--- config.mk ---
export PLATFORM = sky130hd
export DESIGN_NAME = alu_ctrl_seq
export DESIGN_NICKNAME = d
export VERILOG_FILES = /design/src/rtl/alu_ctrl_seq.sv
export SDC_FILE = /design/constraint.sdc
export NUM_CORES = 1
export LEC_CHECK = 0
export ABC_AREA = 1
export BUFFER_PORTS_ARGS = -buffer_cell sky130_fd_sc_hd__buf_2
export CAP_MARGIN = 15
export CELL_PAD_IN_SITES_DETAIL_PLACEMENT = 2
export CELL_PAD_IN_SITES_GLOBAL_PLACEMENT = 2
export CORE_MARGIN = 1.5
export CORE_UTILIZATION = 30
export DETAILED_ROUTE_END_ITERATION = 10
export PLACE_DENSITY = 0.95
export RECOVER_POWER = 25
export SYNTH_ARGS = -nofsm -noshare
export SYNTH_HDL_FRONTEND = slang
export SYNTH_SLANG_ARGS = --single-unit
--- constraint.sdc ---
create_clock -name clk -period 3 [get_ports clk]
set_input_delay 0.3 -clock clk [delete_from_list [all_inputs] [get_ports clk]]
set_output_delay 0.3 -clock clk [all_outputs]
set_load 0.1 [all_outputs]
--- src/rtl/alu_ctrl_seq.sv ---
// Registered, handshaked ALU control decoder for the EX stage. Decodes ALUOp and
// inst[31:21] into a 4-bit ALU code and holds off upstream while MUL/DIV run.
module alu_ctrl_seq #(
   parameter int          MUL_LAT    = 4,
   parameter int          DIV_LAT    = 16,
   parameter int unsigned ENABLE_EXT = 1
) (
   input  logic        clk,
   input  logic        rst_n,
   input  logic        in_valid,
   output logic        in_ready,
   input  logic [10:0] inst31_21,
   input  logic [1:0]  ALUOp,
   output logic        out_valid,
   input  logic        out_ready,
   output logic [3:0]  control_line,
   output logic        set_flags,
   output logic        unit_start,
   output logic        busy,
   output logic        illegal
);

   localparam int MAX_LAT = (MUL_LAT > DIV_LAT) ? MUL_LAT : DIV_LAT;
   localparam int CNT_W   = (MAX_LAT > 1) ? $clog2(MAX_LAT) : 1;

   localparam logic [CNT_W-1:0] MUL_LOAD = CNT_W'(MUL_LAT - 1);
   localparam logic [CNT_W-1:0] DIV_LOAD = CNT_W'(DIV_LAT - 1);

   localparam logic [10:0] OPC_SUB  = 11'b11001011000;
   localparam logic [10:0] OPC_AND  = 11'b10001010000;
   localparam logic [10:0] OPC_ORR  = 11'b10101010000;
   localparam logic [10:0] OPC_EOR  = 11'b11001010000;
   localparam logic [10:0] OPC_LSL  = 11'b11010011011;
   localparam logic [10:0] OPC_LSR  = 11'b11010011010;
   localparam logic [10:0] OPC_ADDS = 11'b10101011000;
   localparam logic [10:0] OPC_SUBS = 11'b11101011000;
   localparam logic [10:0] OPC_MUL  = 11'b10011011000;
   localparam logic [10:0] OPC_DIV  = 11'b10011010110;

   typedef enum logic {
      ST_IDLE,
      ST_WAIT
   } state_t;

   state_t           r_state;
   logic [CNT_W-1:0] r_cnt;
   logic             r_outValid;
   logic [3:0]       r_ctrl;
   logic             r_flags;
   logic             r_illegal;
   logic             r_unitStart;
   logic             r_busy;

   logic [3:0]       w_code;
   logic             w_flags;
   logic             w_illegal;
   logic             w_isMul;
   logic             w_isDiv;
   logic             w_multi;
   logic [CNT_W-1:0] w_load;
   logic             w_accept;

   // Decode; anything unrecognised (including all extended ops in legacy mode) falls back to add.
   always_comb begin
      w_code    = 4'b0010;
      w_flags   = 1'b0;
      w_illegal = 1'b0;
      w_isMul   = 1'b0;
      w_isDiv   = 1'b0;
      case (ALUOp)
         2'b00: w_code = 4'b0010;
         2'b01: w_code = 4'b0111;
         2'b11: w_illegal = 1'b1;
         2'b10: begin
            case (inst31_21)
               OPC_SUB: w_code = 4'b0110;
               OPC_AND: w_code = 4'b0000;
               OPC_ORR: w_code = 4'b0001;
               default: begin
                  if (ENABLE_EXT != 0) begin
                     case (inst31_21)
                        OPC_EOR:  w_code = 4'b0011;
                        OPC_LSL:  w_code = 4'b1000;
                        OPC_LSR:  w_code = 4'b1001;
                        OPC_ADDS: begin
                           w_code  = 4'b0010;
                           w_flags = 1'b1;
                        end
                        OPC_SUBS: begin
                           w_code  = 4'b0110;
                           w_flags = 1'b1;
                        end
                        OPC_MUL: begin
                           w_code  = 4'b1010;
                           w_isMul = 1'b1;
                        end
                        OPC_DIV: begin
                           w_code  = 4'b1011;
                           w_isDiv = 1'b1;
                        end
                        default: w_code = 4'b0010;
                     endcase
                  end
               end
            endcase
         end
         default: w_code = 4'b0010;
      endcase
   end

   assign w_multi  = w_isMul || w_isDiv;
   assign w_load   = w_isMul ? MUL_LOAD : DIV_LOAD;
   assign in_ready = (r_state == ST_IDLE) && (!r_outValid || out_ready);
   assign w_accept = in_valid && in_ready;

   // Sequencer: the counter only decrements while nonzero, so it never wraps.
   always_ff @(posedge clk or negedge rst_n) begin
      if (!rst_n) begin
         r_state     <= ST_IDLE;
         r_cnt       <= '0;
         r_outValid  <= 1'b0;
         r_ctrl      <= 4'b0000;
         r_flags     <= 1'b0;
         r_illegal   <= 1'b0;
         r_unitStart <= 1'b0;
         r_busy      <= 1'b0;
      end else begin
         r_unitStart <= 1'b0;
         case (r_state)
            ST_IDLE: begin
               if (w_accept) begin
                  r_ctrl    <= w_code;
                  r_flags   <= w_flags;
                  r_illegal <= w_illegal;
                  if (w_multi) begin
                     r_outValid  <= 1'b0;
                     r_cnt       <= w_load;
                     r_unitStart <= 1'b1;
                     r_busy      <= 1'b1;
                     r_state     <= ST_WAIT;
                  end else begin
                     r_outValid <= 1'b1;
                  end
               end else if (out_ready) begin
                  r_outValid <= 1'b0;
               end
            end
            ST_WAIT: begin
               if (r_cnt == '0) begin
                  r_outValid <= 1'b1;
                  r_busy     <= 1'b0;
                  r_state    <= ST_IDLE;
               end else begin
                  r_cnt <= r_cnt - 1'b1;
               end
            end
         endcase
      end
   end

   assign out_valid    = r_outValid;
   assign control_line = r_ctrl;
   assign set_flags    = r_flags;
   assign illegal      = r_illegal;
   assign unit_start   = r_unitStart;
   assign busy         = r_busy;

endmodule

=== Word level (Yosys, flattened, before mapping) ===
Cells that the tools add are included.

* Register bits after elaboration: 14
* Input port bits: 17
* Output and inout bits: 10

* Add/subtract/negate cells: 1
* Equal/unequal tests: 18
* Muxes and demuxes: 32
* Bitwise logic cells: 1
* Reductions and logical operators: 12

{| class="wikitable"
|+ Operators with widths
! cell !! count
|-
| 11-bit == test, second input constant || 10
|-
| 4-bit one-hot mux with 6 select lines || 1
|-
| 1-bit 2-to-1 mux || 21
|-
| 4-bit 2-to-1 mux || 4
|-
| 4-bit one-hot mux with 2 select lines || 2
|-
| 4-bit one-hot mux with 3 select lines || 1
|-
| 2-bit != test, second input constant || 3
|-
| 1-bit one-hot mux with 2 select lines || 3
|-
| 3-bit AND reduction || 2
|-
| 2-bit == test, second input constant || 2
|-
| 4-bit logical NOT || 1
|-
| 2-bit AND reduction || 2
|-
| 4-bit by 1-bit subtractor with 4-bit output, second input constant || 1
|-
| 3-bit != test, second input constant || 1
|-
| 3-bit OR reduction || 1
|-
| 2-bit by 1-bit == test with 1-bit output, second input constant || 1
|-
| 1-bit logical AND || 2
|-
| 1-bit logical OR || 2
|-
| 2-bit by 1-bit != test with 1-bit output, second input constant || 1
|-
| 2-bit OR reduction || 1
|-
| 1-bit logical NOT || 1
|-
| 1-bit NOT || 1
|}

=== Longest topological paths before layout ===
Gate-level depths: netlist of run 1.

* Depth in word-level cells: 8
* Depth in mapped cells: 10
* Gate-level depth less buffers: 10

=== Least setup slack after synthesis of run 1 ===
No wires, ideal clock.

* Path type: flip-flop to flip-flop
* Start point: register r_outValid, in the netlist out_valid
* End point: register r_outValid, in the netlist out_valid
* Data arrival time: 2,382 ps
* Required time: 2,881 ps
* Path slack: 499 ps
* Stages on the path, launching flop included: 6
* Path buffers: 0
* Period minus slack after synthesis: 2,501 ps
* Cells stage by stage: dfrtp_1 > a21oi_2 > nand2_4 > o211ai_1 > nand3_1 > and2_1

* Cells in the longest elaborated chain, start to end: 6
* Elaborated cells between the ends (all ways): 8
* Those cells by class: eq/ne (1); mux (2); reduce/logical (5)

{| class="wikitable"
|+ Ends and longest elaborated chain
! element !! line !! text
|-
| start, declared || 47 || <nowiki>logic r_outValid;</nowiki>
|-
| start signal, assigned || 121 || <nowiki>r_outValid <= 1'b0;</nowiki>
|-
| start signal, assigned || 136 || <nowiki>r_outValid <= 1'b0;</nowiki>
|-
| start signal, assigned || 142 || <nowiki>r_outValid <= 1'b1;</nowiki>
|-
| 1-bit logical NOT (*) || 113 || <nowiki>assign in_ready = (r_state == ST_IDLE) && (!r_outValid || out_ready);</nowiki>
|-
| 1-bit logical OR (*) || 113 ||
|-
| 1-bit logical AND (*) || 113 ||
|-
| net in_ready || 11 || <nowiki>output logic in_ready,</nowiki>
|-
| 1-bit logical AND (*) || 114 || <nowiki>assign w_accept = in_valid && in_ready;</nowiki>
|-
| 1-bit 2-to-1 mux or 3-bit != test (tied branches) || -- ||
|-
| 1-bit one-hot mux with 2 select lines or 2-bit AND reduction (tied branches) || -- ||
|}

The timed path passes the listed nets; every way through them passes the cells marked *.
A chain may end at the register's enable or synchronous reset.

=== Worst setup path after layout of run 1 ===
* Start point: register r_state
* End point: output in_ready

* Cells in the longest elaborated chain, start to end: 2

{| class="wikitable"
|+ Ends and longest elaborated chain
! element !! line !! text
|-
| start, declared || 45 || <nowiki>state_t r_state;</nowiki>
|-
| start signal, assigned || 119 || <nowiki>r_state <= ST_IDLE;</nowiki>
|-
| start signal, assigned || 140 || <nowiki>r_state <= ST_WAIT;</nowiki>
|-
| start signal, assigned || 152 || <nowiki>r_state <= ST_IDLE;</nowiki>
|-
| 1-bit NOT (no line) || -- ||
|-
| 1-bit logical AND || 113 ||
|-
| end, declared || 11 ||
|}

Every way passes these cells.

==> summary.md, run 1 <==
| Metric | Value |
|---|---|
| Outcome | finished clean |
| Initial DRT Pass Iterations | 4 |
| Mapped Nets | around 170 |
| Standard-cell row count | 21 |
| CTS Buffer Depth | 2 |
| Final instance area | approximately 1300 µm² |
| Routability cong. | about 0.79 |
| Number of global-route vias before repair | roughly 1,200 |
| Critical path startpoint category | register |
| Sw Share | 0.3868 |
| Area growth syn-to-layout | 22.52% |
| Path depth of the worst reg2reg path | 8 |
| H-Tree Depth | 1 |
| Critical Path End Type | primary output |
| Initial DRC count | 31 |
| Yosys top cell area share | 0.3390 |
| Cts hold-fix bufs | 1 |
| DIE AREA | approximately 3800 µm² |
| Post-synth top area cell | dfrtp_1 |
| Synth area leaders | dfrtp_1, nand2_1, nand3_1 |
| First-pass GRT wire length | approximately 5300 µm |
| DR vias/cell | roughly 4.8 |
| Port Buffers | 26 |
| Final Cycle Share | 0.5709 |
| DR vias | about 1,100 |
| Final setup vio count | 0 |
| Worst r2r src | r_cnt[0] |
| Power per Cell Area | ~400 nW/µm² |
| Mapped Avg Cell Area | 6.890 µm² |
| Die height | 61.70 µm |
| MaxCap Viol Count | 0 |
| Syn. warnings | 0 |
| Crit path launch | r_state |
| Commonest non-fill, non-tap cells in the layout | nand2_1, buf_2, inv_1 |
| Worst Tran Pin Value | 789.0 ps |
| Worst R2R Setup Slack | around 1400 ps |
| Crit path DAT | around 1400 ps |
| Post-synthesis instance area | between 1000 and 1500 µm² |
| Clock share of power | 0.286 |
| Hold_ws | ~340 ps |
| DP HPWL | around 2700 µm |
| Syn Inst Count | 150 |
| Maximum VDD drop | 0.0002577 V |
| Sequential area share after synthesis | 0.3390 |
| Largest net degree at the start of global routing | 15 |
| Total grt overflow | 0 |
| Synth cell types | 27 |
| Leak pwr | about 0.7 nW |
| Fmax | around 600 MHz |
| Clk_skew | roughly 3.0 ps |
| Worst relative slew slack | 0.4740 |
| Clock latency on the worst-skew pair | 290 ps |
| Final WS setup | 1287 ps |
| Initial Util | 0.3122 |
| CP Max Fanout | 7 |
| Switch Pwr | between 0.15 and 0.2 mW |
| Max Slew Vio Count | 0 |
| Most common cell after layout, fill and taps aside | nand2_1 |
| Core Box Area | roughly 3300 µm² |
| DR WL/cell | between 10 and 15 µm |
| Setup TNS | 0 ps |
| Setup crit end | in_ready |
| Seq cells post-synth | 14 |
| TritonCTS clock tree | built |
| Die W | between 60 and 70 µm |
| Worst flop-to-flop path endpoint | r_cnt[2] |
| Sequential Power Share | 0.408 |
| Combinational share of power | 0.306 |
| RSZ-0062 raised after global routing | no |
| Critical path class | register to primary output |
| Num CTS Buffers | 3 |
| Placed inst area | around 1200 µm² |
| DRT Wirelength | 3153 µm |
| PostCTS Resize Cnt | 0 |
| Worst hold path type | input pin to register |
| Worst-path clk slew | approximately 90 ps |
| Minimum clock period | 1713 ps |
| Clk root buf | clkbuf_4 |
| I/O pin cnt | 27 |
| Final Util | 0.3825 |
| DRC viols | 0 |
| Internal power | 0.3033 mW |
| Post-DRT Antenna Nets | 0 |
| Initial antenna violation count | 0 |
| Total GRT Usage | 0.1912 |
| # diodes | 0 |
| Fin nets | 203 |
| Critical Path RT | roughly 2700 ps |
| Pre-CTS setup slack | ~1400 ps |
| Post-CTS setup buffers | 0 |
| Share of layout cells above drive strength 1 | 0.2707 |
| Clk sinks | 14 |
| Hold Fails Final Rpt | 0 |
## worst max-delay path, cell delays in order (launching register included)
cell and delay [ps]:
dfrtp_1 470, a21oi_2 200, buf_2 460
## layer usage
| metal | routed length (µm) | global-route usage |
|---|---|---|
| met2 | 1666 | 0.3549 |
| met3 | 117 | 0.04141 |
| met5 | 0 | 0 |
| met1 | 1324 | 0.2250 |
| met4 | 44 | 0.03951 |
## cells by family (layout without fill, tap and decap cells)
group,Yosys count,count (layout),synth area share
AOI/OAI and AO/OA,11,11,0.06416
and+or+nand+nor,97,97,0.4613
adders and majority gates,4,4,0.04843
buffers and inverters,24,55,0.08717
DFF,14,14,0.3390
## power groups by stage
stage	Sequential (mW)	Clock, mW	Combinational (mW)
final	0.202	0.141	0.151
after floorplan	0.263	0	0.0519
after CTS	0.202	0.145	0.154
after global placement	0.205	0	0.145
after detailed placement	0.206	0	0.153
after global routing	0.203	0.153	0.164
## synthesized netlist by cell type
| cell | n |
|---|---|
| nand2_1 | 46 |
| inv_1 | 19 |
| nand3_1 | 16 |
| dfrtp_1 | 14 |
| nor2_1 | 13 |
| inv_2 | 5 |
| ha_1 | 4 |
| nand2_2 | 4 |
| nand2_4 | 3 |
| nor2_2 | 3 |
| o21ai_0 | 3 |
| o21ai_1 | 3 |
| nand4_1 | 2 |
| nor3_1 | 2 |
| a21oi_1 | 1 |
| a21oi_2 | 1 |
| a2bb2oi_1 | 1 |
| a31oi_1 | 1 |
| and2_1 | 1 |
| and3_1 | 1 |
| nand3_2 | 1 |
| nand4_2 | 1 |
| nor2_4 | 1 |
| nor3_4 | 1 |
| o211ai_1 | 1 |
| or2_0 | 1 |
| or2_1 | 1 |
## cell type report
type / count / area, µm²
Fill cell: 428 / 2044
Multi-Input combinational cell: 112 / 593.1
Sequential cell: 14 / 350.3
Timing Repair Buffer: 27 / 138.9
Inverter: 24 / 90.09
Tap cell: 46 / 57.56
Clock buffer: 4 / 36.28
## sequential cells by signal, summed over array words and instances (netlist names)
signal        count
out_valid         1
busy              1
control_line      4
r_cnt             4
unit_start        1
set_flags         1
r_state           1
illegal           1
## worst min-delay path by stage
stage / endpoint / cells past startpoint / slack [ps] / start
5_1_grt: set_flags / 3 / 340 / inst31_21[10]
6_report: set_flags / 3 / 340 / inst31_21[10]
3_3_place_gp: r_state / 1 / 210 / rst_n
4_1_cts: set_flags / 3 / 340 / inst31_21[10]
2_1_floorplan: busy / 0 / 4 / rst_n
3_5_place_dp: r_state / 1 / 220 / rst_n
## metrics by stage
stage                     power [mW]  cells
after floorplan               0.3145    150
after global placement        0.3504    222
after detailed placement      0.3582    222
after CTS                     0.5006    227
after global routing          0.5200    227
final                         0.4947    227
Power figures use the tool's default switching activity.
==> inputs of run 2 (changes only) <==
- CORE_UTILIZATION: 30 -> 27
- PLACE_DENSITY: 0.95 -> 0.87
- clock period: 3 -> 1.7 ns (I/O delays scaled with it)
==> run 2 against run 1 <==
Effect of this change:
- clock power increased by 100%
- worst setup slack got worse by 1100 ps
- sequential cell count did not move
- critical endpoint is now r_cnt[1]
- largest cell class unchanged
- highest routed layer unchanged
- non-clock buffer count stayed put
- wire length up 5.6%
- clock skew rose by 2.1 ps
==> summary.md, run 2 (synthesis results as in run 1) <==
| Metric | Value |
|---|---|
| Outcome | finished clean |
| DR vias | 1,101 |
| DP HPWL | approximately 2600 µm |
| I/O pin cnt | 27 |
| Critical path class | register to register |
| Sequential Power Share | 0.392 |
| Post-DRT Antenna Nets | 0 |
| Num CTS Buffers | 3 |
| Worst relative slew slack | 0.4826 |
| Routability cong. | a little over 0.8 |
| Path depth of the worst reg2reg path | 8 |
| Die height | 64.87 µm |
| Area growth syn-to-layout | 25.18% |
| CP Max Fanout | 5 |
| Power per Cell Area | 707.6 nW/µm² |
| Core Box Area | 3661 µm² |
| Total grt overflow | 0 |
| Critical Path End Type | register |
| Worst-path clk slew | about 60 ps |
| Switch Pwr | between 0.3 and 0.4 mW |
| Standard-cell row count | 22 |
| Max Slew Vio Count | 0 |
| Hold Path Depth | 3 |
| Hold_ws | approximately 250 ps |
| Final instance area | roughly 1300 µm² |
| Initial DRT Pass Iterations | 3 |
| Placed inst area | 1235 µm² |
| Hold Fails Final Rpt | 0 |
| DR WL/cell | approximately 15 µm |
| Clock share of power | 0.314 |
| Worst hold path type | input pin to register |
| Worst flop-to-flop path endpoint | r_cnt[1] |
| Initial antenna violation count | 0 |
| Minimum clock period | 1562 ps |
| Hold path endpoint | set_flags |
| # diodes | 0 |
| Die W | approximately 65 µm |
| DRT Wirelength | about 3300 µm |
| Setup TNS | 0 ps |
| RSZ-0062 raised after global routing | no |
| DRC viols | 0 |
| TritonCTS clock tree | built |
| Final Cycle Share | 0.9186 |
| Clk sinks | 14 |
| Register area | about 350 µm² |
| Port Buffers | 26 |
| Critical path startpoint category | register |
| Critical Path RT | around 1800 ps |
| Worst r2r src | r_cnt[0] |
| H-Tree Depth | 1 |
| Number of global-route vias before repair | about 1,300 |
| Worst R2R Setup Slack | roughly 140 ps |
| Commonest non-fill, non-tap cells in the layout | nand2_1, buf_2, inv_1 |
| Clk root buf | clkbuf_8 |
| DIE AREA | 4208 µm² |
| Initial Util | 0.2823 |
| Sw Share | 0.3724 |
| Most common cell after layout, fill and taps aside | nand2_1 |
| Share of layout cells above drive strength 1 | 0.2762 |
| Leak pwr | ~0.72 nW |
| Fill cells | roughly 460 |
| Clock latency on the worst-skew pair | 250 ps |
| DR vias/cell | between 4 and 5 |
| Fmax | about 640 MHz |
| Multi-input logic area | between 600 and 700 µm² |
| Combinational share of power | 0.293 |
| Final setup vio count | 0 |
| Hold_sp | inst31_21[10] |
| Initial DRC count | 25 |
| Fin nets | slightly above 200 |
| CTS Buffer Depth | 2 |
| Total GRT Usage | 0.1821 |
| Crit path DAT | approximately 1700 ps |
| Post-CTS setup buffers | 0 |
| Internal power | about 0.57 mW |
| Largest net degree at the start of global routing | 15 |
| MaxCap Viol Count | 0 |
| Maximum VDD drop | between 0.0002 and 0.0003 V |
| Worst Tran Pin Value | about 780 ps |
| Clk_skew | 5.153 ps |
| First-pass GRT wire length | roughly 5900 µm |
## run 2: cell type report
type,instances,share of cell area
Multi-Input combinational cell,112,0.4681
Sequential cell,14,0.2737
Timing Repair Buffer,27,0.1074
Inverter,24,0.06963
Tap cell,48,0.04642
Clock buffer,4,0.03482
## run 2: metrics by stage
stage,total power [mW],utilization,instances,worst slack (ps)
global route,0.9640,0.3534,229,9.278
CTS,0.9254,0.3524,229,29.76
floorplan,0.5601,-,150,-183.0
global placement,0.6234,0.3373,224,278.6
finish,0.9155,0.3534,229,138.4
detailed placement,0.6334,0.3373,224,67.82
## run 2: timing repair
item | in CTS | in global routing
hold endpoints to repair | 14 | 0
hold buffers | 1 | 0
gates resized for setup | 0 | 1
endpoints found under the setup margin | 0 | 6
## run 2: worst max-delay path by stage
stage,startpoint,to,slack (ps)
finish,r_cnt[0],r_cnt[1],140
global route,r_cnt[0],out_valid,9
CTS,r_cnt[0],out_valid,30
detailed placement,r_cnt[0],out_valid,70
global placement,r_cnt[0],out_valid,280
floorplan,out_valid,out_valid,-180
## run 2: routing by layer
metal	vias to the layer above	GRT usage	share of wire
met5	-	0	0
met4	0	0.05851	0.022
met3	10	0.02778	0.028
met2	23	0.3338	0.51
met1	530	0.2153	0.44
li1	538	-	-
## run 2: worst max-delay path, stage by stage, from the launching register on
cell and delay [ps]:
dfrtp_1 390, inv_1 130, ha_1 200, inv_1 80, nor3_2 160, or2_1 250, nand2_4 100, nand2_1 80
nand2_1 60
## run 2: power groups by stage
stage | combinational (mW) | clock, mW | sequential, mW
floorplan | 0.0932 | 0 | 0.467
global placement | 0.259 | 0 | 0.365
detailed placement | 0.268 | 0 | 0.365
CTS | 0.272 | 0.294 | 0.360
global route | 0.290 | 0.313 | 0.361
finish | 0.268 | 0.288 | 0.359
==> inputs of run 3 (changes only) <==
- ABC_AREA: 1 -> unset
- CORE_UTILIZATION: 27 -> 30
- PLACE_DENSITY: 0.87 -> 0.89
==> run 3 against run 2 <==
Effect of this change:
- sequential cell count is the same
- critical path depth shrank 5
- worst hold slack lost 1.1 ps
- first-iteration DRC count shrank 72%
- design area shrank 7.7%
- critical endpoint is now in_ready
==> summary.md, run 3 <==
| Metric | Value |
|---|---|
| Outcome | finished clean |
| Number of global-route vias before repair | 983 |
| Leak pwr | around 0.55 nW |
| PostCTS Resize Cnt | 0 |
| Mapped Nets | between 100 and 150 |
| DRC viols | 0 |
| Total grt overflow | 0 |
| Die W | about 59 µm |
| RSZ-0062 raised after global routing | no |
| DR vias/cell | 4.989 |
| Clock latency on the worst-skew pair | 270 ps |
| Clk root buf | clkbuf_4 |
| Synth cell count leaders | dfrtp_1, nand2_1, nor2_1, a21oi_1 |
| Power per Cell Area | 703.9 nW/µm² |
| Yosys top cell area share | 0.3709 |
| Initial Util | 0.3120 |
| Final setup vio count | 0 |
| DP HPWL | approximately 2200 µm |
| Initial antenna violation count | 0 |
| Critical Path RT | around 1500 ps |
| Hold_sp | inst31_21[8] |
| Worst relative slew slack | 0.4644 |
| Fmax | 619.4 MHz |
| Synth area leaders | dfrtp_1, ha_1, nand2_1 |
| Most numerous cell in the Yosys netlist | dfrtp_1 |
| I/O pin cnt | 27 |
| Share of layout cells above drive strength 1 | 0.3358 |
| Crit. path cell count | 3 |
| Syn. warnings | 0 |
| Worst-path clk slew | approximately 80 ps |
| Num CTS Buffers | 3 |
| Worst hold path type | input pin to register |
| Clk_skew | 0.4861 ps |
| Hold Path Depth | 3 |
| Critical path class | register to primary output |
| Hold Fails Final Rpt | 0 |
| Worst Tran Pin Value | about 800 ps |
| Routability cong. | 0.8085 |
| Max Slew Vio Count | 0 |
| Worst Path Buf+Inv | 1 |
| Multi-input logic area | roughly 560 µm² |
| First-pass GRT wire length | roughly 4500 µm |
| TritonCTS clock tree | built |
| Ys async rst share | 1.000 |
| DIE AREA | 3495 µm² |
| MaxCap Viol Count | 0 |
| CP Max Fanout | 4 |
| # diodes | 0 |
| Register area | between 300 and 400 µm² |
| Worst r2r src | r_state |
| Synth Flop Type | dfrtp_1 |
| Setup TNS | 0 ps |
| Crit path DAT | approximately 1400 ps |
| Path depth of the worst reg2reg path | 4 |
| EDFF count, synth | 0 |
| Post-synth top area cell | dfrtp_1 |
| DRT Wirelength | about 2700 µm |
| Initial DRC count | 7 |
| Critical path startpoint category | register |
| Largest net degree at the start of global routing | 15 |
| Slowest-stage cell, CP | dfrtp_4 |
| Post-DRT Antenna Nets | 0 |
| Crit path launch | out_valid |
| CP top delay family | flip-flops |
| Die height | approximately 60 µm |
| CTS Buffer Depth | 2 |
| Post-synthesis instance area | 944.7 µm² |
| Syn Inst Count | 102 |
| Fin nets | between 150 and 200 |
| DR vias | between 800 and 900 |
| Most common cell after layout, fill and taps aside | buf_2 |
| Crit path cell chain | nor2b_1 -> nor2_4 -> buf_2 |
| Total GRT Usage | 0.1731 |
| DR WL/cell | roughly 15 µm |
| Delay of the slowest cell on the worst path | roughly 500 ps |
| Final Cycle Share | 0.9496 |
| Standard-cell row count | 20 |
| Seq cells post-synth | 14 |
| Port Buffers | 26 |
| Fill cells | ~340 |
| Sequential area share after synthesis | 0.3709 |
| Maximum VDD drop | 0.0001839 V |
| Area growth syn-to-layout | 26.36% |
| Post-CTS setup buffers | 0 |
| Initial DRT Pass Iterations | 2 |
| Commonest non-fill, non-tap cells in the layout | buf_2, dfrtp_1, nand2_1 |
| Clk sinks | 14 |
| Critical Path End Type | primary output |
| Synth cell types | 41 |
| Core Box Area | around 3000 µm² |
| Final Util | 0.3942 |
| Minimum clock period | 1614 ps |
| H-Tree Depth | 1 |
| Mapped Avg Cell Area | slightly above 9 µm² |
run 3: cell families (layout without fill, tap and decap cells):
| logic type | Yosys count | count (layout) | share of synthesized area |
|---|---|---|---|
| AND/OR/NAND/NOR | 44 | 44 | 0.2901 |
| AO/OA/AOI/OAI | 26 | 26 | 0.1854 |
| flip-flops | 14 | 14 | 0.3709 |
| buffers and inverters | 10 | 42 | 0.05961 |
| adder cells (fa/ha/maj) | 4 | 4 | 0.05298 |
| XOR/XNOR | 2 | 2 | 0.01855 |
| multiplexers | 2 | 2 | 0.02252 |
run 3: metrics by stage:
stage	std cells	cell area, µm²	setup WS, ps	hold slack (ps)	total power [mW]
3_3_place_gp	173	1159	114.7	79.94	0.6432
4_1_cts	178	1195	72.09	254.0	0.8524
2_1_floorplan	102	965.9	25.24	-125.6	0.5757
5_1_grt	178	1194	34.15	270.7	0.8837
3_5_place_dp	173	1159	59.79	88.49	0.6524
6_report	178	1194	85.63	248.1	0.8403
run 3: area by class of cell:
class | count | share of cell area
Multi-Input combinational cell | 78 | 0.4654
Sequential cell | 14 | 0.2966
Timing Repair Buffer | 33 | 0.1541
Tap cell | 44 | 0.04612
Clock buffer | 4 | 0.02201
Inverter | 5 | 0.01572
run 3: timing repair:
item,in CTS,in global routing
hold buffers,1,0
endpoints found under the setup margin,0,0
endpoints found under the hold margin,14,0
run 3: power by group:
group	internal, mW	switching, mW	leakage (nW)
Combinational	0.0735	0.210	0.348
Sequential	0.351	0.0115	0.186
Clock	0.0910	0.103	0.0150
run 3: tightest hold or removal path, delay by kind of cell:
family	cells	cell delay (ps)
buffers and inverters	1	150
AO/OA/AOI/OAI	1	80
AND/OR/NAND/NOR	1	80
run 3: per-layer routing:
| layer | vias to the layer above | wire length, µm | global-route usage |
|---|---|---|---|
| met4 | 0 | 39 | 0.05844 |
| met5 | - | 0 | 0 |
| met3 | 4 | 88 | 0.01965 |
| met2 | 24 | 1375 | 0.3190 |
| li1 | 432 | - | - |
| met1 | 428 | 1152 | 0.2062 |
run 3: final timing paths:
path                                   end  slack (ps)
setup / recovery                  in_ready          90
hold / removal                   set_flags         250
setup reg to reg                 out_valid         190
hold reg to reg            control_line[2]         490
max in group asynchronous        out_valid         620
min in group asynchronous       unit_start         490
